`config.mk`:
```
export PLATFORM = sky130hd
export DESIGN_NAME = npc_sequencer
export DESIGN_NICKNAME = d
export VERILOG_FILES = /design/src/rtl/npc_pkg.sv /design/src/rtl/npc_redirect_buf.sv /design/src/rtl/npc_sequencer.sv
export SDC_FILE = /design/constraint.sdc
export NUM_CORES = 1
export LEC_CHECK = 0
export BUFFER_PORTS_ARGS = -buffer_cell sky130_fd_sc_hd__buf_2
export CAP_MARGIN = 20
export CORE_MARGIN = 3
export CORE_UTILIZATION = 50
export DETAILED_ROUTE_END_ITERATION = 7
export GPL_TIMING_DRIVEN = 0
export PLACE_DENSITY_LB_ADDON = 0.05
export REMOVE_ABC_BUFFERS = 1
export SETUP_SLACK_MARGIN = 0.3
export SKIP_LAST_GASP = 1
export SYNTH_ARGS = -nofsm -noshare
export SYNTH_HDL_FRONTEND = slang
export SYNTH_SLANG_ARGS = --single-unit
```
`constraint.sdc`:
```
create_clock -name clk -period 1.7 [get_ports clk]
set_input_delay 0.17 -clock clk [delete_from_list [all_inputs] [get_ports clk]]
set_output_delay 0.17 -clock clk [all_outputs]
set_load 0.03 [all_outputs]
```
`src/rtl/npc_pkg.sv`:
```
// Shared definitions for the next-PC sequencer: FSM states, default
// reset vector and fetch increment, and the target alignment helper.
package npc_pkg;

  typedef enum logic [1:0] {
    RUN  = 2'd0,
    HOLD = 2'd1,
    PEND = 2'd2
  } npc_state_e;

  localparam logic [31:0] RESET_VEC_DEF = 32'h0000_0000;
  localparam logic [31:0] PC_INC_DEF    = 32'd4;

  // Redirect targets are word addresses; the low two bits are discarded.
  function automatic logic [31:0] align_addr(input logic [31:0] a);
    return {a[31:2], 2'b00};
  endfunction

endpackage

```
`src/rtl/npc_redirect_buf.sv`:
```
// Pending-redirect buffer: holds one redirect target captured while fetch
// is stalled, plus a flag saying the target is live.
module npc_redirect_buf #(
  parameter int W = 32
) (
  input  logic         clk,
  input  logic         rst,
  input  logic         load,
  input  logic         clear,
  input  logic [W-1:0] d,
  output logic [W-1:0] q,
  output logic         valid
);

  logic [W-1:0] q_reg;
  logic         valid_reg;

  // Clear wins over load so a release never re-captures in the same cycle.
  always_ff @(posedge clk) begin
    if (rst) begin
      q_reg     <= '0;
      valid_reg <= 1'b0;
    end else if (clear) begin
      q_reg     <= '0;
      valid_reg <= 1'b0;
    end else if (load) begin
      q_reg     <= d;
      valid_reg <= 1'b1;
    end
  end

  assign q     = q_reg;
  assign valid = valid_reg;

endmodule

```
`src/rtl/npc_sequencer.sv`:
```
// Next-PC sequencer: picks sequential fetch, branch redirect or a redirect
// buffered across a stall. Every output comes straight from a register.
module npc_sequencer
  import npc_pkg::*;
#(
  parameter logic [31:0] RESET_VEC = RESET_VEC_DEF,
  parameter logic [31:0] PC_INC    = PC_INC_DEF
) (
  input  logic        clk,
  input  logic        rst,
  input  logic [31:0] pc,
  input  logic        stall,
  input  logic        br_taken,
  input  logic [31:0] br_target,
  output logic [31:0] npc,
  output logic        npc_valid,
  output logic        flush,
  output logic        redirect_pend,
  output logic        align_err
);

  npc_state_e  state_reg;
  logic [31:0] npc_reg;
  logic        npc_valid_reg;
  logic        flush_reg;
  logic        align_err_reg;

  logic        buf_load;
  logic        buf_clear;
  logic [31:0] buf_q;
  logic        buf_valid;
  logic [31:0] target_aligned;
  logic        target_misaligned;

  assign target_aligned    = align_addr(br_target);
  assign target_misaligned = |br_target[1:0];

  // Buffer control: capture on stalled redirect, drop on release from PEND.
  always_comb begin
    buf_load  = 1'b0;
    buf_clear = 1'b0;
    if ((state_reg != PEND) && stall && br_taken) buf_load = 1'b1;
    if ((state_reg == PEND) && !stall)            buf_clear = 1'b1;
  end

  npc_redirect_buf #(.W(32)) u_buf (
    .clk   (clk),
    .rst   (rst),
    .load  (buf_load),
    .clear (buf_clear),
    .d     (target_aligned),
    .q     (buf_q),
    .valid (buf_valid)
  );

  // Sequencer FSM with registered npc and single-cycle flush/align pulses.
  always_ff @(posedge clk) begin
    if (rst) begin
      state_reg     <= RUN;
      npc_reg       <= RESET_VEC;
      npc_valid_reg <= 1'b0;
      flush_reg     <= 1'b0;
      align_err_reg <= 1'b0;
    end else begin
      npc_valid_reg <= 1'b1;
      flush_reg     <= 1'b0;
      align_err_reg <= 1'b0;
      unique case (state_reg)
        RUN, HOLD: begin
          if (!stall) begin
            state_reg <= RUN;
            if (br_taken) begin
              npc_reg       <= target_aligned;
              flush_reg     <= 1'b1;
              align_err_reg <= target_misaligned;
            end else begin
              npc_reg <= pc + PC_INC;
            end
          end else if (br_taken) begin
            // Redirect arrives while stalled: park it, no flush yet.
            state_reg     <= PEND;
            align_err_reg <= target_misaligned;
          end else begin
            state_reg <= HOLD;
          end
        end
        PEND: begin
          // Later redirects are ignored here; the older one wins.
          if (!stall) begin
            state_reg <= RUN;
            npc_reg   <= buf_q;
            flush_reg <= 1'b1;
          end
        end
        default: state_reg <= RUN;
      endcase
    end
  end

  assign npc           = npc_reg;
  assign npc_valid     = npc_valid_reg;
  assign flush         = flush_reg;
  assign redirect_pend = buf_valid;
  assign align_err     = align_err_reg;

endmodule

```
=== Word-level counts from Yosys, hierarchy flattened ===
Cells that the tools add are included.

* Bits in registers: 68
* Input bits: 68
* Output and inout port bits: 36
* Logic and storage cells: 41

* Bitwise gates (word level): 2
* Mux-type cells: 15
* Eq/ne operators: 5
* Add/sub/neg operators: 1
* Reduce and logical (&&, ||, !) cells: 11

{| class="wikitable"
|+ Operator list
! cell !! number
|-
| 32-bit two-way mux || 3
|-
| 32-bit one-hot mux with 2 select lines || 1
|-
| 32-bit by 3-bit adder with 32-bit output, second input constant || 1
|-
| 1-bit two-way mux || 6
|-
| 2-bit two-way mux || 3
|-
| 2-bit != test, second input constant || 3
|-
| 2-bit OR reduction || 3
|-
| 2-bit one-hot mux with 2 select lines || 1
|-
| 1-bit logical AND || 3
|-
| 3-bit AND reduction || 1
|-
| 3-bit OR reduction || 1
|-
| 2-bit by 1-bit equality test with 1-bit output, second input constant || 1
|-
| 2-bit equality test, second input constant || 1
|-
| 2-bit zero test || 1
|-
| 1-bit inverter || 2
|-
| 1-bit one-hot mux with 2 select lines || 1
|-
| 2-bit nonzero test || 1
|-
| 1-bit zero test || 1
|}

=== Logic depth before layout (Yosys ltp) ===
Gate-level depths: netlist of the first run.

* Word-level depth: 4
* Depth in mapped cells: 7
* Depth with buffers taken out: 6

=== Hierarchy ===
Synthesis of the first run repeated with hierarchy kept, for this count alone.

* Cells, all modules: 443
* Area total of the unflattened synthesis: 3777.4 sq um

{| class="wikitable"
|+ By module, submodules not included
! module !! seq. area each (sq um) !! cells each !! instances !! area an instance (sq um)
|-
| npc_sequencer || 740.7 || 335 || 1 || 2562.5
|-
| npc_redirect_buf || 660.6 || 108 || 1 || 1214.9
|}

=== Worst setup path before layout of the first run ===
No wires, ideal clock.

* Path kind: in2reg
* Start point: input port pc[2]
* End point: register npc_reg[30], in the netlist npc[30]
* Required time: 1.576 ns
* Arrival time: 1.367 ns
* Buffers on the path: 1
* Setup slack: 0.210 ns
* Cell stages on the path: 7
* Library setup time: 0.124 ns
* Cells stage by stage: ha_1 > and4_2 > clkbuf_1 > nand4_1 > o31a_1 > o21ai_0 > a31oi_1

* Cells in the longest elaborated chain, start to end: 4

{| class="wikitable"
|+ Ends and longest elaborated chain
! item !! line !! RTL
|-
| from (decl) || npc_sequencer.sv:11 || <nowiki>input logic [31:0] pc,</nowiki>
|-
| 32-bit by 3-bit adder with 32-bit output || npc_sequencer.sv:77 || <nowiki>npc_reg <= pc + PC_INC;</nowiki>
|-
| 32-bit two-way mux || npc_sequencer.sv:72 || <nowiki>if (br_taken) begin</nowiki>
|-
| 32-bit two-way mux || npc_sequencer.sv:70 || <nowiki>if (!stall) begin</nowiki>
|-
| 32-bit one-hot mux with 2 select lines || npc_sequencer.sv:68 || <nowiki>unique case (state_reg)</nowiki>
|-
| to (signal assigned) || npc_sequencer.sv:73 || <nowiki>npc_reg <= target_aligned;</nowiki>
|-
| to (signal assigned) || npc_sequencer.sv:77 ||
|-
| to (signal assigned) || npc_sequencer.sv:91 || <nowiki>npc_reg <= buf_q;</nowiki>
|-
| to (decl) || npc_sequencer.sv:23 || <nowiki>logic [31:0] npc_reg;</nowiki>
|}

No other way between the ends. The select of a mux whose other input is x is not followed.
A chain may end at the register's enable or synchronous reset.

=== Worst setup path after layout of the first run ===
* Start point: register state_reg[1]
* End point: register npc_reg[19], in the netlist npc[19]

* Cells in the longest elaborated chain, start to end: 4
* Elaborated cells on any way between the ends: 9
* Classes of those cells: 4 x eq/ne; 1 x mux; 4 x reduce/logical

{| class="wikitable"
|+ Ends and longest elaborated chain
! item !! line !! RTL
|-
| from (decl) || npc_sequencer.sv:22 || <nowiki>npc_state_e state_reg;</nowiki>
|-
| from (signal assigned) || npc_sequencer.sv:59 || <nowiki>state_reg <= RUN;</nowiki>
|-
| from (signal assigned) || npc_sequencer.sv:71 || <nowiki>state_reg <= RUN;</nowiki>
|-
| from (signal assigned) || npc_sequencer.sv:81 || <nowiki>state_reg <= PEND;</nowiki>
|-
| 2-bit by 1-bit equality test with 1-bit output / 2-bit zero test (equally long branches) || npc_sequencer.sv:68 ||
|-
| 2-bit OR reduction || npc_sequencer.sv:68 ||
|-
| 2-bit != test (no line) / 2-bit nonzero test (equally long branches) || -- ||
|-
| 3-bit AND reduction (no line) || -- ||
|}

Parallel ways exist; a longest one is shown, timed or not.

==> results.py, run 1 <==
metrics = {
    "worst_setup_path": {
        "end_kind": "register",
        "r2r_cells": 6,
        "path_cells": "buf_6 > nand2b_4 > buf_4 > nand3b_1 > o211ai_1 > a221oi_1",
        "slowest_stage": "dfxtp_4",
        "cp.depth": 6,
        "path_delay_family": "flip-flops",
        "rr_startpoint": "state_reg[1]$_SDFFE_PP0P_",
        "slowest_delay_ns": 0.40,
        "cp_max_fo": 11,
        "crit_buf_inv": 2,
        "cp.required_ns": 1.95,
        "cp.arrival_ns": 1.68,
        "worst-setup-path-type": "reg -> reg",
        "crit_path_start_kind": "register",
        "critPathLaunch": "state_reg[1]$_SDFFE_PP0P_",
    },
    "run": {
        "drv_cap": 0,
    },
    "clock_tree": {
        "cts_max_path_buffers": 2,
        "cts_htree_levels": 3,
        "cts_root_buf": "clkbuf_8",
        "path_clk_slew_ns": 0.08,
        "clock_latency_ns": 0.34,
        "numCtsBuffers": 9,
        "cts_sinks": 68,
        "cts_tree": "done",
    },
    "cells_and_area": {
        "diodes": 0,
        "largest_reg_flops": 32,
        "fillerInstances": 500,
        "multi_input_area_mm2": 0.002127,
        "regArea_mm2": 0.001369,
        "fin_nets": 653,
        "layout-drive-gt1-share_pct": 32.43,
        "fin_cells": 682,
        "syn_to_final_growth_pct": 39.55,
    },
    "yosys": {
        "seq_area_frac_synth_pct": 39.01,
        "syn_area_mm2": 0.003490,
        "avgSynthCellArea_um2": 7.553,
        "synthAdderAreaFrac_pct": 0.3586,
        "synth.area.mux_share_pct": 0.5737,
        "synth_top_area_share_pct": 39.01,
        "synthTopCellsByArea": "dfxtp_1 (39%), nand2_1 (11%), a21oi_1 (7.0%)",
        "synth_top_family_by_area": "compound AO/OA/AOI/OAI gates",
        "yosysWarnings": 0,
        "synth-compound-area-share_pct": 26.71,
        "synthXorXnorAreaFrac_pct": 3.765,
        "synth_cell_types": 45,
        "yosys.area_share.simple_pct": 24.45,
        "ys_ff_latch": 68,
        "synth_area_leader_cell": "dfxtp_1",
        "syn_inst": 462,
    },
    "placed_design": {
        "dpl_worst_slack_ns": -0.7642,
        "dpl.cell_count": 626,
        "port_buffers": 103,
        "gp_congestion": 0.7825,
        "dp.final_hpwl_mm": 7.114,
    },
    "detailed_routing": {
        "wl_mm": 12.60,
        "ant_nets": 0,
        "wl_per_cell_um": 18.48,
        "drt_pass1_iterations": 5,
        "post-route-drc-count": 0,
        "vias_per_cell": 6.025,
        "drt_iter0_markers": 313,
        "dr_total_vias": 4109,
    },
    "global_route": {
        "grt_pass1_wl_mm": 18.53,
        "grt_pass1_vias": 3727,
        "track_usage_pct": 30.11,
        "grt_max_degree": 46,
        "grt_overflow": 0,
        "grt_antenna_before_repair": 0,
    },
    "sta": {
        "layout_min_cycle_time_ns": 1.437,
        "slew_headroom_pct": 61.84,
        "finClkSkew_ns": 0.01356,
        "drv_slew": 0,
        "hold_viol_final": 0,
        "rsz0062_at_grt": "yes",
        "max_freq_mhz": 695.9,
        "worst_slew_pin_slew_ns": 0.5724,
        "finalWorstSetupSlack_ns": 0.2630,
        "period_share_pct": 84.53,
        "final-setup-viol-count": 0,
    },
    "power_and_ir_drop": {
        "power_mw": 4.138,
        "p_leak_nw": 1.995,
        "p_per_area_mw_per_mm2": 849.8,
        "irDropWorstVdd_v": 0.0004329,
    },
    "hold_path": {
        "hp-class": "in -> reg",
        "hp-start": "pc[1]",
        "whs_path_depth": 3,
    },
    "die": {
        "die_h_um": 89.54,
        "rows": 29,
        "core_mm2": 0.006568,
        "dieArea_mm2": 0.008017,
        "chipWidth_um": 89.54,
        "ios": 104,
        "start_util_pct": 53.13,
    },
    "status": {
        "outcome": "completed",
    },
}
## layer usage
metal,wire length [µm],GRT usage (%),vias to the layer above
met5,0,0,-
li1,-,-,1918
met3,1141,4.977,25
met4,240,10.69,0
met2,6033,50.66,234
met1,5185,38.74,1932
## worst reg2reg max path, cell delays in order (launching register included)
cell	delay [ns]
dfxtp_4	0.40
buf_6	0.13
nand2b_4	0.10
buf_4	0.21
nand3b_1	0.11
o211ai_1	0.12
a221oi_1	0.27
## repair_timing
item                                    4_1_cts  5_1_grt
setup buffers                                18       16
endpoints found under the setup margin       65       48
pin swaps                                     4        4
gates resized for setup                      23       22
gates cloned                                  5        1
hold buffers                                  0        0
hold endpoints to repair                      0        0
## area by class of cell
| class | instances | share of cell area, % |
|---|---|---|
| Timing Repair Buffer | 144 | 20.73 |
| Inverter | 7 | 0.6166 |
| Sequential cell | 68 | 28.11 |
| Tap cell | 93 | 2.390 |
| Clock inverter | 4 | 1.490 |
| Multi-Input combinational cell | 354 | 43.68 |
| Clock buffer | 12 | 2.980 |
## power by group
part	internal, mW	switching [mW]
clock	0.866	0.629
sequential	1.69	0.0504
combinational	0.349	0.556
## cells in the final DEF, fill, tap and decap left out, types with 7 or more instances in the layout
cell,instances
clkbuf_8,10
nand3_1,8
dfxtp_1,66
buf_2,102
buf_4,25
a21oi_1,47
nor4_1,10
nor2_1,10
o31a_1,9
nand2_1,106
xnor2_1,9
a31oi_1,33
o21ai_0,43
nor3_1,7
## stage by stage
stage / instance area (µm²) / hold slack, ns / util [%] / setup TNS [ns]
floorplan: 3337 / 0.2362 / - / -52.80
global placement: 3969 / 0.4046 / 60.43 / -145.68
detailed placement: 4086 / 0.4131 / 62.22 / -34.75
CTS: 4644 / 0.06084 / 70.72 / 0
global route: 4870 / 0.06856 / 74.15 / 0
finish: 4870 / 0.06502 / 74.15 / 0
## Yosys cell counts (all sizes together)
cell type / n
or2: 1
or3: 1
and3: 7
o22ai: 1
o21ai: 47
nand2: 106
a31o: 1
a211oi: 3
o21a: 2
xnor2: 9
a41oi: 1
o41a: 1
nor4: 13
ha: 1
nor2b: 1
a31oi: 33
o31a: 9
a22oi: 2
a21oi: 49
a221oi: 3
buf: 9
nor3: 7
nand2b: 2
a311oi: 1
nor4b: 1
o211ai: 4
xor2: 6
and4: 5
inv: 7
nor2: 11
a21o: 1
clkbuf: 28
mux2i: 2
nand3b: 2
nand4: 7
dfxtp: 68
nand3: 10
## path summary, 6_finish.rpt
kind                        endpoint  slack (ns)
max             npc[19]$_SDFFE_PP0P_        0.26
min              npc[1]$_SDFFE_PP0P_        0.07
max reg2reg     npc[19]$_SDFFE_PP0P_        0.26
min reg2reg  u_buf.q[6]$_SDFFE_PP0P_        0.45
## logic make-up (layout without fill, tap and decap cells)
logic type,after synthesis,after routing
flip-flops,68,68
XOR/XNOR,15,15
AND/OR/NAND/NOR,174,176
multiplexers,2,2
adder cells (fa/ha/maj),1,1
buffers and inverters,44,167
AO/OA/AOI/OAI,158,160
Power figures use the tool's default switching activity.
==> inputs of run 2 (changes only) <==
ABC_AREA = 1   (was default)
CORE_UTILIZATION = 47   (was 50)
clock period = 1.3 ns   (was 1.7 ns; I/O delays follow)
==> results.py, run 2 <==
metrics = {
    "clock_tree": {
        "path_clk_slew_ns": 0.08,
        "numCtsBuffers": 9,
        "cts_tree": "done",
        "cts_max_path_buffers": 2,
        "cts_sinks": 68,
        "cts_htree_levels": 3,
        "cts_root_buf": "clkbuf_8",
        "clock_latency_ns": 0.36,
        "holdBufCountCts": 0,
    },
    "die": {
        "core_mm2": 0.007447,
        "chipWidth_um": 94.73,
        "ios": 104,
        "dieArea_mm2": 0.008973,
        "rows": 31,
        "die_h_um": 94.73,
        "start_util_pct": 49.68,
    },
    "sta": {
        "drv_slew": 0,
        "hold_viol_final": 0,
        "finalWorstSetupSlack_ns": -0.01415,
        "rsz0062_at_grt": "yes",
        "finClkSkew_ns": 0.01067,
        "period_share_pct": 101.1,
        "worst_slew_pin_slew_ns": 0.4822,
        "layout_min_cycle_time_ns": 1.314,
        "final-setup-viol-count": 2,
        "slew_headroom_pct": 67.79,
        "max_freq_mhz": 760.9,
    },
    "placed_design": {
        "port_buffers": 103,
        "gp_congestion": 0.9861,
        "dpl.cell_count": 720,
        "dp.final_hpwl_mm": 7.882,
        "place_area_mm2": 0.004259,
    },
    "cells_and_area": {
        "largest_reg_flops": 32,
        "final_common_cell": "nand2_1",
        "syn_to_final_growth_pct": 51.37,
        "fin_nets": 733,
        "fin_cells": 768,
        "fillerInstances": 591,
        "design_area_mm2": 0.005600,
        "layout-drive-gt1-share_pct": 40.06,
        "diodes": 0,
        "final_cell_mix": "nand2_1 (120), buf_2 (66), a21oi_1 (57)",
    },
    "global_route": {
        "grt_antenna_before_repair": 0,
        "grt_max_degree": 34,
        "grt_pass1_wl_mm": 20.57,
        "track_usage_pct": 29.77,
        "grt_overflow": 0,
        "grt_pass1_vias": 4145,
    },
    "yosys": {
        "avgSynthCellArea_um2": 6.789,
        "async_flop_share_pct": 0,
        "ys.flop_type": "dfxtp_1",
        "yosysWarnings": 0,
        "syn_area_mm2": 0.003700,
        "synth_cell_types": 37,
        "synthTopCellsByArea": "dfxtp_1 (37%), nand2_1 (13%), a21oi_1 (10%)",
        "seq_area_frac_synth_pct": 36.79,
        "synth_area_leader_cell": "dfxtp_1",
        "synth_edf_count": 0,
        "synth_top_area_share_pct": 36.79,
        "ys_ff_latch": 68,
        "synthTopCellsByCount": "nand2_1 (127), a21oi_1 (76), dfxtp_1 (68)",
        "synth_most_common_cell": "nand2_1",
        "syn_inst": 545,
    },
    "worst_setup_path": {
        "cp_max_fo": 23,
        "worst-setup-path-type": "reg -> reg",
        "cp.required_ns": 1.53,
        "crit_path_start_kind": "register",
        "slowest_stage": "dfxtp_2",
        "cp.arrival_ns": 1.54,
        "slowest_delay_ns": 0.35,
        "end_kind": "register",
        "r2r_slack_ns": -0.01,
        "cp_common_cell": "nand2_8",
        "path_cells": "inv_4 > nand2_8 > nand2_8 > buf_12 > inv_16 > a221oi_4 > a21oi_1",
        "path_delay_family": "flip-flops",
        "crit_buf_inv": 3,
    },
    "detailed_routing": {
        "post-route-drc-count": 0,
        "vias_per_cell": 5.716,
        "ant_nets": 0,
        "drt_iter0_markers": 304,
        "drt_pass1_iterations": 5,
        "dr_total_vias": 4390,
        "wl_per_cell_um": 18.32,
        "wl_mm": 14.07,
    },
    "power_and_ir_drop": {
        "swShare_pct": 33.39,
        "clock_power_share_pct": 31.3,
        "seqPwrFrac_pct": 41.7,
        "irDropWorstVdd_v": 0.0006262,
        "p_leak_nw": 2.321,
        "power.internal_mw": 3.705,
        "p_per_area_mw_per_mm2": 993.3,
        "power_switching_mw": 1.857,
        "combPwrFrac_pct": 27.1,
    },
    "hold_path": {
        "hp-class": "in -> reg",
    },
    "run": {
        "drv_cap": 0,
    },
    "status": {
        "failed_checks": "setup timing",
        "outcome": "finished, violations left",
    },
}
==> run 2: changes by cell type after synthesis, sizes merged, moves of 25 or more <==
cell	previous run	this run
a21oi	49	78
a31oi	33	4
nand3	10	58
nor2	11	49
nand2	106	131
inv	7	45
==> run 2: what timing repair did <==
| action | CTS | global route |
|---|---|---|
| buffers inserted | 20 | 2 |
| endpoints found under the setup margin | 99 | 94 |
| gates cloned | 8 | 2 |
| gates resized for setup | 123 | 117 |
| pin swaps | 23 | 22 |
==> run 2: per-layer routing <==
layer / up-vias / wire, µm / track usage, %
li1: 2084 / - / -
met1: 2050 / 5551 / 36.13
met2: 219 / 7048 / 51.67
met3: 37 / 1145 / 7.649
met4: 0 / 323 / 8.654
met5: - / 0 / 0
==> run 2: stage by stage <==
| step | worst slack, ns | hold WS, ns | power, mW | TNS, ns | util (%) |
|---|---|---|---|---|---|
| 2_1_floorplan | -0.7319 | 0.1991 | 2.907 | -43.28 | - |
| 3_3_place_gp | -2.032 | 0.3512 | 3.285 | -111.27 | 56.20 |
| 3_5_place_dp | -1.386 | 0.3531 | 3.333 | -77.81 | 57.19 |
| 4_1_cts | 0.004567 | 0.01453 | 5.329 | 0 | 68.75 |
| 5_1_grt | -0.06126 | 0.02495 | 5.762 | -0.7919 | 75.20 |
| 6_report | -0.01415 | 0.02765 | 5.563 | -0.02346 | 75.20 |
==> run 2: final cells by class <==
type / count / area (µm²) / area share (%)
inverter: 46 / 222.7 / 3.977
clock buffer: 9 / 123.9 / 2.212
timing repair buffer: 131 / 1141 / 20.38
timing repair inverter: 6 / 83.83 / 1.497
tap: 99 / 123.9 / 2.212
clock inverter: 7 / 67.56 / 1.206
multi-input combinational: 402 / 2440 / 43.57
sequential: 68 / 1398 / 24.96
==> run 2: final timing paths <==
path / startpoint / end / cells past startpoint
min: pc[0] / npc[0]$_SDFFE_PP0P_ / 3
max: state_reg[0]$_SDFFE_PP0P_ / npc[15]$_SDFFE_PP0P_ / 7
min reg2reg: u_buf.valid$_SDFFE_PP0P_ / u_buf.valid$_SDFFE_PP0P_ / 2
max reg2reg: state_reg[0]$_SDFFE_PP0P_ / npc[15]$_SDFFE_PP0P_ / 7
==> run 2: cell families after synthesis <==
kind of cell	count (synthesis)	synth area share (%)
buf+inv	76	8.826
fa+ha+maj	1	0.3381
flops	68	36.79
simple gates	245	29.42
xor+xnor	3	0.7103
compound gates	152	23.91
==> run 2: worst min-delay path: stages <==
cell	delay, ns
buf_2	0.10
nand3_2	0.06
a21oi_2	0.04
==> run 2: power groups by stage <==
stage	logic [mW]	registers [mW]	clock network [mW]
floorplan	0.428	2.48	0
global placement	0.971	2.31	0
detailed placement	1.01	2.32	0
CTS	1.31	2.29	1.74
global route	1.60	2.33	1.83
finish	1.51	2.32	1.74
==> inputs of run 3 (changes only) <==
CORE_UTILIZATION = 50   (was 47)
SLEW_MARGIN = 10   (was default)
clock period = 1.44 ns   (was 1.3 ns; I/O delays follow)
==> results.py, run 3 (synthesized netlist as in run 2, its figures left out) <==
metrics = {
    "status": {
        "outcome": "completed",
    },
    "sta": {
        "hold_viol_final": 0,
        "drv_slew": 0,
        "rsz0062_at_grt": "yes",
        "finalWorstSetupSlack_ns": 0.07550,
        "final-setup-viol-count": 0,
        "setup_tns_ns": 0,
        "max_freq_mhz": 732.9,
        "period_share_pct": 94.76,
        "worst_slew_pin_slew_ns": 0.6508,
        "slew_headroom_pct": 56.52,
        "layout_min_cycle_time_ns": 1.365,
        "finClkSkew_ns": 0.01394,
    },
    "placed_design": {
        "dp.final_hpwl_mm": 7.733,
        "gp_congestion": 0.8785,
        "place_area_mm2": 0.004238,
        "dpl_worst_slack_ns": -1.257,
        "port_buffers": 103,
    },
    "hold_path": {
        "hp-class": "in -> reg",
    },
    "clock_tree": {
        "cts_tree": "done",
        "path_clk_slew_ns": 0.09,
        "cts_max_path_buffers": 2,
        "cts_htree_levels": 3,
        "cts_root_buf": "clkbuf_8",
        "numCtsBuffers": 9,
        "cts_sinks": 68,
        "clock_latency_ns": 0.35,
    },
    "run": {
        "drv_cap": 0,
    },
    "die": {
        "core_mm2": 0.006982,
        "chipWidth_um": 92.02,
        "die_h_um": 92.02,
        "ios": 104,
        "rows": 30,
        "dieArea_mm2": 0.008468,
        "start_util_pct": 52.99,
    },
    "cells_and_area": {
        "regArea_mm2": 0.001366,
        "final_util_pct": 74.59,
        "largest_reg_flops": 32,
        "fillerInstances": 560,
        "final_common_cell": "nand2_1",
        "diodes": 0,
        "syn_to_final_growth_pct": 40.75,
        "design_area_mm2": 0.005207,
        "final_cell_mix": "nand2_1 (122), buf_2 (102), dfxtp_1 (66)",
        "layout-drive-gt1-share_pct": 33.68,
        "multi_input_area_mm2": 0.002245,
        "fin_nets": 735,
    },
    "detailed_routing": {
        "drt_pass1_iterations": 7,
        "ant_nets": 0,
        "dr_wl_met3_mm": 1.443,
        "met2_length_mm": 6.852,
        "post-route-drc-count": 0,
        "wirelength_met1_mm": 5.891,
        "vias_per_cell": 5.832,
        "wl_mm": 14.58,
        "wl_per_cell_um": 19.01,
        "drt_iter0_markers": 399,
        "dr_total_vias": 4473,
        "top_layer_used": "met4",
    },
    "power_and_ir_drop": {
        "p_leak_nw": 2.293,
        "irDropWorstVdd_v": 0.0006570,
        "p_per_area_mw_per_mm2": 1012,
        "power_mw": 5.270,
    },
    "worst_setup_path": {
        "cp.required_ns": 1.69,
        "cp_max_fo": 6,
        "cp.arrival_ns": 1.62,
        "worst-setup-path-type": "reg -> reg",
        "crit_path_start_kind": "register",
        "end_kind": "register",
    },
    "global_route": {
        "grt_max_degree": 34,
        "track_usage_pct": 32.96,
        "grt_overflow": 0,
        "grt_pass1_wl_mm": 21.90,
        "grt_antenna_before_repair": 0,
        "grt_pass1_vias": 4400,
    },
}
-- run 3: changes by cell type in the layout (fill, tap and decap cells not counted), moves of 5 or more --
| cell | delta |
|---|---|
| a21oi_2 | -5 |
| nand3_4 | -8 |
| buf_4 | -6 |
| dfxtp_1 | +25 |
| o21ai_1 | -8 |
| o21ai_0 | +7 |
| nand3_1 | +15 |
| nand3_2 | -7 |
| buf_2 | +36 |
| a21oi_1 | +5 |
| buf_6 | -25 |
| dfxtp_2 | -25 |
-- run 3: final timing paths --
check | start | endpoint | slack (ns) | depth (start not counted)
min reg2reg | u_buf.q[25]$_SDFFE_PP0P_ | u_buf.q[25]$_SDFFE_PP0P_ | 0.46 | 2
max reg2reg | state_reg[1]$_SDFFE_PP0P_ | u_buf.q[30]$_SDFFE_PP0P_ | 0.08 | 6
max | state_reg[1]$_SDFFE_PP0P_ | u_buf.q[30]$_SDFFE_PP0P_ | 0.08 | 6
min | rst | npc[0]$_SDFFE_PP0P_ | 0.05 | 2
-- run 3: metrics by stage --
step	std cells	hold slack [ns]
global route	767	0.05247
finish	767	0.05134
CTS	761	0.02756
global placement	714	0.3629
detailed placement	716	0.3742
floorplan	515	0.2131
-- run 3: worst max-delay path, stage by stage (launching register included) --
cell	delay, ns
dfxtp_4	0.41
nand2_8	0.10
buf_12	0.17
o21ai_4	0.22
buf_6	0.16
clkbuf_16	0.15
a21oi_1	0.04
-- run 3: area by class of cell --
cell class / count / area share, %
Clock buffer: 10 / 2.643
Clock inverter: 6 / 2.138
Inverter: 46 / 4.301
Multi-Input combinational cell: 402 / 43.10
Sequential cell: 68 / 26.24
Tap cell: 96 / 2.307
Timing Repair Buffer: 133 / 18.04
Timing Repair inverter: 6 / 1.225
-- run 3: timing repair --
item | CTS | global route
cloned | 9 | 3
hold buffers | 0 | 0
setup buffers | 20 | 3
pin swaps | 10 | 7
resized for setup | 62 | 40
setup endpoints to repair | 64 | 63
-- run 3: power breakdown --
group / switching [mW] / internal, mW
clock: 0.784 / 1.20
sequential: 0.0667 / 2.00
combinational: 0.785 / 0.441
-- run 3: metal layers --
metal / vias up / global-route usage [%]
li1: 2085 / -
met1: 2067 / 41.70
met5: - / 0
met4: 0 / 13.99
met2: 281 / 54.81
met3: 40 / 6.235
